--- src/rtl/ps2_pkg.sv ---
// Shared PS/2 definitions: scan codes, key bit indices and the decode FSM states.
package ps2_pkg;

    // Prefix and break codes
    localparam logic [7:0] SC_EXT   = 8'hE0;
    localparam logic [7:0] SC_BRK   = 8'hF0;

    // Extended (E0-prefixed) arrow codes
    localparam logic [7:0] SC_UP    = 8'h75;
    localparam logic [7:0] SC_DOWN  = 8'h72;
    localparam logic [7:0] SC_LEFT  = 8'h6B;
    localparam logic [7:0] SC_RIGHT = 8'h74;

    // Normal WASD codes
    localparam logic [7:0] SC_W     = 8'h1D;
    localparam logic [7:0] SC_S     = 8'h1B;
    localparam logic [7:0] SC_A     = 8'h1C;
    localparam logic [7:0] SC_D     = 8'h23;

    // Held-key bit positions, shared with the car controller
    localparam int unsigned KEY_UP    = 0;
    localparam int unsigned KEY_DOWN  = 1;
    localparam int unsigned KEY_LEFT  = 2;
    localparam int unsigned KEY_RIGHT = 3;

    typedef enum logic [1:0] {
        StIdle,
        StExt,
        StBrk,
        StExtBrk
    } dec_state_e;

    // One-hot key mask for a scan code; zero for unmapped codes.
    function automatic logic [3:0] key_mask(input logic [7:0] code,
                                            input logic       ext,
                                            input logic       wasd);
        logic [3:0] m;
        m = '0;
        if (ext) begin
            case (code)
                SC_UP:    m[KEY_UP]    = 1'b1;
                SC_DOWN:  m[KEY_DOWN]  = 1'b1;
                SC_LEFT:  m[KEY_LEFT]  = 1'b1;
                SC_RIGHT: m[KEY_RIGHT] = 1'b1;
                default:  m = '0;
            endcase
        end else if (wasd) begin
            case (code)
                SC_W:    m[KEY_UP]    = 1'b1;
                SC_S:    m[KEY_DOWN]  = 1'b1;
                SC_A:    m[KEY_LEFT]  = 1'b1;
                SC_D:    m[KEY_RIGHT] = 1'b1;
                default: m = '0;
            endcase
        end
        return m;
    endfunction

endpackage

--- src/rtl/ps2_rx.sv ---
// PS/2 receive front end: synchronize, glitch-filter the clock, shift in
// 11-bit frames on filtered falling edges, check framing and time out stalls.
module ps2_rx #(
    parameter int unsigned FILTER_LEN     = 8,
    parameter int unsigned TIMEOUT_CYCLES = 130000
) (
    input  logic       pclk,
    input  logic       rst,
    input  logic       ps2_clk,
    input  logic       ps2_data,
    output logic [7:0] rx_byte,
    output logic       byte_strobe,
    output logic       frame_err
);

    localparam int unsigned FW = $clog2(FILTER_LEN + 1);
    localparam int unsigned TW = $clog2(TIMEOUT_CYCLES + 1);

    logic          clk_s1_q, clk_s2_q, dat_s1_q, dat_s2_q;
    logic          filt_q, filt_d, filt_prev_q;
    logic [FW-1:0] fcnt_q, fcnt_d;
    logic          fall;
    logic [3:0]    bit_cnt_q, bit_cnt_d;
    logic [10:0]   frame_q, frame_d;
    logic          check_q, check_d;
    logic [TW-1:0] tmo_cnt_q, tmo_cnt_d;
    logic          tmo_q, tmo_d;
    logic          frame_ok;

    // Two-flop synchronizers on the asynchronous PS/2 lines (idle high)
    always_ff @(posedge pclk) begin
        if (rst) begin
            clk_s1_q <= 1'b1;
            clk_s2_q <= 1'b1;
            dat_s1_q <= 1'b1;
            dat_s2_q <= 1'b1;
        end else begin
            clk_s1_q <= ps2_clk;
            clk_s2_q <= clk_s1_q;
            dat_s1_q <= ps2_data;
            dat_s2_q <= dat_s1_q;
        end
    end

    // Glitch filter: flip only after FILTER_LEN consecutive disagreeing samples
    always_comb begin
        filt_d = filt_q;
        fcnt_d = '0;
        if (clk_s2_q != filt_q) begin
            if (fcnt_q == FW'(FILTER_LEN - 1)) begin
                filt_d = ~filt_q;
            end else begin
                fcnt_d = fcnt_q + 1'b1;
            end
        end
    end

    assign fall = filt_prev_q & ~filt_q;

    // Bit shifting, end-of-frame check request and mid-frame stall timeout
    always_comb begin
        bit_cnt_d = bit_cnt_q;
        frame_d   = frame_q;
        check_d   = 1'b0;
        tmo_cnt_d = tmo_cnt_q;
        tmo_d     = 1'b0;
        if (fall) begin
            // Shift in from the top so the start bit ends up in bit 0
            frame_d   = {dat_s2_q, frame_q[10:1]};
            tmo_cnt_d = '0;
            if (bit_cnt_q == 4'd10) begin
                bit_cnt_d = 4'd0;
                check_d   = 1'b1;
            end else begin
                bit_cnt_d = bit_cnt_q + 4'd1;
            end
        end else if (bit_cnt_q != 4'd0) begin
            if (tmo_cnt_q == TW'(TIMEOUT_CYCLES - 1)) begin
                bit_cnt_d = 4'd0;
                tmo_cnt_d = '0;
                tmo_d     = 1'b1;
            end else begin
                tmo_cnt_d = tmo_cnt_q + 1'b1;
            end
        end else begin
            tmo_cnt_d = '0;
        end
    end

    // Receive state registers
    always_ff @(posedge pclk) begin
        if (rst) begin
            filt_q      <= 1'b1;
            filt_prev_q <= 1'b1;
            fcnt_q      <= '0;
            bit_cnt_q   <= 4'd0;
            frame_q     <= '0;
            check_q     <= 1'b0;
            tmo_cnt_q   <= '0;
            tmo_q       <= 1'b0;
        end else begin
            filt_q      <= filt_d;
            filt_prev_q <= filt_q;
            fcnt_q      <= fcnt_d;
            bit_cnt_q   <= bit_cnt_d;
            frame_q     <= frame_d;
            check_q     <= check_d;
            tmo_cnt_q   <= tmo_cnt_d;
            tmo_q       <= tmo_d;
        end
    end

    // Start low, stop high, odd parity over data+parity
    assign frame_ok    = ~frame_q[0] & frame_q[10] & (^frame_q[9:1]);
    assign rx_byte     = frame_q[8:1];
    assign byte_strobe = check_q & frame_ok;
    assign frame_err   = (check_q & ~frame_ok) | tmo_q;

endmodule

--- src/rtl/ps2_key_decoder.sv ---
// PS/2 keyboard to held-key vector: tracks E0/F0 prefixes and make/break
// codes so each key bit stays high exactly while that key is held.
module ps2_key_decoder
    import ps2_pkg::*;
#(
    parameter int unsigned FILTER_LEN     = 8,
    parameter int unsigned TIMEOUT_CYCLES = 130000,
    parameter int unsigned ENABLE_WASD    = 1
) (
    input  logic       pclk,
    input  logic       rst,
    input  logic       ps2_clk,
    input  logic       ps2_data,
    output logic [3:0] key,
    output logic       frame_err
);

    localparam logic WASD_ON = (ENABLE_WASD != 0);

    logic [7:0] rx_byte;
    logic       byte_strobe;
    logic       rx_err;
    dec_state_e state_q, state_d;
    logic [3:0] key_q, key_d;

    ps2_rx #(
        .FILTER_LEN     (FILTER_LEN),
        .TIMEOUT_CYCLES (TIMEOUT_CYCLES)
    ) u_rx (
        .pclk        (pclk),
        .rst         (rst),
        .ps2_clk     (ps2_clk),
        .ps2_data    (ps2_data),
        .rx_byte     (rx_byte),
        .byte_strobe (byte_strobe),
        .frame_err   (rx_err)
    );

    // Decode FSM state register
    always_ff @(posedge pclk) begin
        if (rst) begin
            state_q <= StIdle;
        end else begin
            state_q <= state_d;
        end
    end

    // Prefix tracking; a bad or stalled frame drops any pending prefix
    always_comb begin
        state_d = state_q;
        if (rx_err) begin
            state_d = StIdle;
        end else if (byte_strobe) begin
            unique case (state_q)
                StIdle: begin
                    if (rx_byte == SC_EXT) state_d = StExt;
                    else if (rx_byte == SC_BRK) state_d = StBrk;
                end
                StExt: begin
                    if (rx_byte == SC_BRK) state_d = StExtBrk;
                    else if (rx_byte != SC_EXT) state_d = StIdle;
                end
                StBrk:    state_d = StIdle;
                StExtBrk: state_d = StIdle;
            endcase
        end
    end

    // Key update: make ORs in the mapped bit, break clears it; prefixes map to zero
    always_comb begin
        key_d = key_q;
        if (byte_strobe) begin
            unique case (state_q)
                StIdle:   key_d = key_q | key_mask(rx_byte, 1'b0, WASD_ON);
                StExt:    key_d = key_q | key_mask(rx_byte, 1'b1, WASD_ON);
                StBrk:    key_d = key_q & ~key_mask(rx_byte, 1'b0, WASD_ON);
                StExtBrk: key_d = key_q & ~key_mask(rx_byte, 1'b1, WASD_ON);
            endcase
        end
    end

    // Held-key register
    always_ff @(posedge pclk) begin
        if (rst) begin
            key_q <= 4'b0000;
        end else begin
            key_q <= key_d;
        end
    end

    assign key       = key_q;
    assign frame_err = rx_err;

endmodule

--- config.mk ---
export PLATFORM = sky130hd
export DESIGN_NAME = ps2_key_decoder
export DESIGN_NICKNAME = d
export VERILOG_FILES = /design/src/rtl/ps2_pkg.sv /design/src/rtl/ps2_rx.sv /design/src/rtl/ps2_key_decoder.sv
export SDC_FILE = /design/constraint.sdc
export NUM_CORES = 1
export LEC_CHECK = 0
export BUFFER_PORTS_ARGS = -buffer_cell sky130_fd_sc_hd__buf_2
export CORE_MARGIN = 2
export CORE_UTILIZATION = 30
export DETAILED_ROUTE_END_ITERATION = 16
export GPL_TIMING_DRIVEN = 0
export PLACE_DENSITY = 0.55
export SYNTH_ARGS = -nofsm -noshare
export SYNTH_HDL_FRONTEND = slang
export SYNTH_SLANG_ARGS = --single-unit
export TNS_END_PERCENT = 50
--- constraint.sdc ---
create_clock -name pclk -period 5.1 [get_ports pclk]
set_input_delay 0.765 -clock pclk [delete_from_list [all_inputs] [get_ports pclk]]
set_output_delay 0.765 -clock pclk [all_outputs]
set_load 0.05 [all_outputs]
### After elaboration in Yosys (flattened, before gate mapping)

Cells that the tools add are included.

* input port bits: 4
* output and inout port bits: 5
* register bits: 50

* reductions and logical operators: 14
* bitwise gates (word level): 18
* add/sub/neg operators: 3
* muxes and demuxes: 28
* equal/unequal tests: 20

Operators with widths (count)
* two-way mux 4 bit: 12
* == test 8 x 7 -> 1 bit, second input constant: 4
* == test 8 x 5 -> 1 bit, second input constant: 3
* adder 17 x 1 -> 17 bit, second input constant: 1
* == test 17 bit, second input constant: 1
* == test 8 bit, second input constant: 2
* one-hot mux 4 bit (4 select lines): 1
* two-way mux 1 bit: 10
* parity 9 bit: 1
* adder 4 x 1 -> 4 bit, second input constant: 2
* bitwise AND 4 bit: 2
* == test 8 x 6 -> 1 bit, second input constant: 1
* two-way mux 2 bit: 4
* != test 8 bit, second input constant: 1
* inverter 4 bit: 2
* OR 4 bit: 2
* != test 3 bit, second input constant: 2
* inverter 1 bit: 6
* one-hot mux 2 bit (3 select lines): 1
* OR reduction 2 bit: 3
* OR reduction 3 bit: 2
* bitwise AND 1 bit: 5
* == test 2 bit, second input constant: 2
* == test 4 x 3 -> 1 bit, second input constant: 1
* other kinds (10): 12

### Logic depth before layout (Yosys ltp)

* word-level depth: 8
* depth in mapped cells: 7
* depth with buffers taken out: 6

### By module

A second synthesis with hierarchy kept.

* cells, all modules: 268
* area, all modules: 2417.3 um2

Modules (own cells, without submodules)
* ps2_rx: area an instance 1973.1 um2, times used 1, cells an instance 218
* ps2_key_decoder: area an instance 444.2 um2, times used 1, cells an instance 50

### Worst setup path after synthesis

OpenSTA, ideal clock, no wires.

* path type: register to output
* start: register u_rx.frame_q[1]
* end: output port frame_err
* stages on the path, launching flop included: 7
* data required time: 4335 ps
* data arrival time: 1798 ps
* setup slack: 2537 ps
* buffers on the path: 0
* cell sequence: dfxtp_1 > inv_1 > ha_1 > xnor3_1 > xnor2_2 > nand2_1 > a21o_1

* cells in the longest elaborated chain, start to end: 5

RTL lines
* start: declaration: RTL line ps2_rx.sv:24 `logic [10:0] frame_q, frame_d;`
* start signal: assignment: RTL line ps2_rx.sv:106 `frame_q <= frame_d;`
* parity 9 bit: RTL line ps2_rx.sv:114 `assign frame_ok = ~frame_q[0] & frame_q[10] & (^frame_q[9:1]);`
* bitwise AND 1 bit: RTL line ps2_rx.sv:114
* inverter 1 bit: RTL line ps2_rx.sv:117 `assign frame_err = (check_q & ~frame_ok) | tmo_q;`
* bitwise AND 1 bit: RTL line ps2_rx.sv:117
* OR 1 bit: RTL line ps2_rx.sv:117
* end: declaration: RTL line ps2_key_decoder.sv:15 `output logic frame_err`

No other way between the ends.

### Worst setup path after layout

Ends and elaborated chain as after synthesis.

==> impl_metrics.tcl <==
set metrics [dict create \
    post_cts_buffers 0 \
    fin_setup_tns_ns 0 \
    wl_um 4290 \
    rows 32 \
    drc 0 \
    synth_area_mm2 0.002422 \
    worst_pin_slew_ns 0.4885 \
    drive_gt1_share_pct 9.556 \
    first_pass_iters 4 \
    grt_max_degree 16 \
    synthTopCellsByArea "dfxtp_1, ha_1, nand2_1" \
    leakage_uw 0.0009515 \
    slew_violations 0 \
    drtIter0Drc 49 \
    path_class "reg2out" \
    crit_path_max_fanout 7 \
    setup_viol 0 \
    grt_pass1_wl_um 7783 \
    final_antenna_net_count 0 \
    clock_sinks 50 \
    slowest_stage "dfxtp_1" \
    fin_area_mm2 0.002700 \
    place_hpwl_um 3177 \
    irDropWorstVdd_mv 0.1019 \
    gp_congestion 0.7898 \
    syn_nets 300 \
    netlist.top_cell.by_area "dfxtp_1" \
    die_area_mm2 0.008809 \
    start_util_pct 31.19 \
    final.period_utilization_pct 60.29 \
    clk_pin_slew_ns 0.09 \
    timing.final.ws_setup_ns 2.025 \
    syn_avg_cell_area_um2 8.745 \
    fin_nets 315 \
    ys_seq_elements 50 \
    slowest_delay_ns 0.42 \
    synth_top_area_share_pct 41.32 \
    wl_per_cell_um 10.86 \
    rr_startpoint "u_rx.frame_q[1]" \
    vias 1811 \
    cp-end-kind "output pin" \
    fin_crit_ns 3.075 \
    synth_edf_count 0 \
    clk_latency_ns 0.30 \
    grt_pass1_vias 1732 \
    worst_hold_startpoint "u_rx.dat_s1_q" \
    diodes 0 \
    coreArea_mm2 0.007767 \
    p_per_area_mw_per_mm2 250.2 \
    synthCells 277 \
    antenna_found_initial 0 \
    max_freq_mhz 325.2 \
    relSlewSlack_pct 67.37 \
    area_growth_pct 11.47 \
    critPathLaunchType "register" \
    synth_cell_types 47 \
    crit_required_ns 4.34 \
    ys_seq_area_share_pct 41.32 \
    grt_setup_unrepaired "no" \
    fill_cells 835 \
    final_cell_mix "dfxtp_1, nand2_1, nor2_1" \
    hold_ws_ns 0.4157 \
    fin_skew_ns 0.01302 \
    cts_tree "yes" \
    ctsResizeCount 0 \
    ys.warnings.count 0 \
    cts_buffer_depth 2 \
    cts-htree-levels 2 \
    dpl-instance-area_mm2 0.002590 \
    cap_violations 0 \
    synth-async-reset-ratio_pct 0 \
    numCtsBuffers 5 \
    holdBufCountCts 0 \
    die-height_um 93.86 \
    dieWidth_um 93.86 \
    num_io_pins 9 \
    vias_per_cell 4.585 \
    root_buffer "clkbuf_8" \
    grt.total_usage_pct 10.71 \
    grt-ovfl-total 0 \
    status "finished, final reports clean" \
    place_ws_ns 2.348 \
    synth-main-ff-cell "dfxtp_1" \
    final_common_cell "dfxtp_1" \
    hold_class "reg2reg" \
    worstPathArrival_ns 2.31 \
    port_buffers 8 \
    finalHoldViolations 0 \
    critPathLaunch "u_rx.frame_q[1]" \
    crit_chain "inv_1, ha_1, xnor3_1, xnor2_2, nand2_1, a21o_1, buf_2" \
]
-- synth_stat cells, drive strengths merged, types with 5 or more instances --
library cell  instances
o21ai                 9
clkbuf                7
nand2b                5
xnor2                 9
a21oi                19
or2                   7
or3                   6
mux2i                 6
nand2                35
dfxtp                50
ha                   19
xor2                  6
nand3                12
nand4                 9
nor2                 24
inv                  17
-- power by group --
group	total [uW]	internal (uW)	switching (uW)
logic	9.13	3.53	5.60
clock network	274	146	128
registers	392	392	0.633
total	676	542	134
-- per-layer routing --
layer | part of all wire (%) | global-route usage [%]
met3 | 3.1 | 2.568
met5 | 0 | 0
met1 | 54 | 15.07
met4 | 1.2 | 2.536
met2 | 41 | 16.49
-- worst max-delay path, delay by kind of cell (launching register included) --
family / cells / cell delay (ns)
compound gates: 1 / 0.19
buf+inv: 2 / 0.28
simple gates: 1 / 0.09
xor+xnor: 2 / 0.72
fa+ha+maj: 1 / 0.31
flops: 1 / 0.42
-- registers in the layout, indices dropped and copies added (netlist names) --
name              cells
key                   4
state_q               2
u_rx.bit_cnt_q        4
u_rx.check_q          1
u_rx.clk_s1_q         1
u_rx.clk_s2_q         1
u_rx.dat_s1_q         1
u_rx.dat_s2_q         1
u_rx.fcnt_q           4
u_rx.filt_prev_q      1
u_rx.filt_q           1
u_rx.frame_q         11
u_rx.tmo_cnt_q       17
u_rx.tmo_q            1
-- final timing paths --
kind / end / slack, ns / cells after the start
hold / removal: u_rx.dat_s2_q / 0.42 / 1
hold reg to reg: u_rx.dat_s2_q / 0.42 / 1
setup / recovery: frame_err / 2.03 / 7
setup reg to reg: key[1] / 3.12 / 6
-- stage by stage --
stage          power [uW]  util [%]  cells
2_1_floorplan       407.2         -    277
3_3_place_gp        410.7     33.34    387
3_5_place_dp        410.8     33.34    387
4_1_cts             687.0     34.76    395
5_1_grt             705.1     34.76    395
6_report            675.5     34.76    395
-- cells by family (layout without fill, tap and decap cells) --
group / after synthesis / after routing / share of synthesized area, %
compound gates: 39 / 39 / 9.763
xor+xnor: 16 / 16 / 6.663
fa+ha+maj: 19 / 19 / 9.814
simple gates: 121 / 121 / 25.88
flops: 50 / 50 / 41.32
buf+inv: 26 / 42 / 4.080
mux: 6 / 6 / 2.479
-- cell type report --
type,count,area (um^2),area share (%)
clock buffers,6,72.57,2.688
well taps,102,127.6,4.727
inverters,17,63.81,2.363
flip-flops and latches,50,1001,37.07
plain buffers,9,35.03,1.297
repair buffers,8,40.04,1.483
multi-input cells,201,1323,48.98
clock inverters,2,37.54,1.390
No activity file was read; power rests on OpenSTA's default activity.
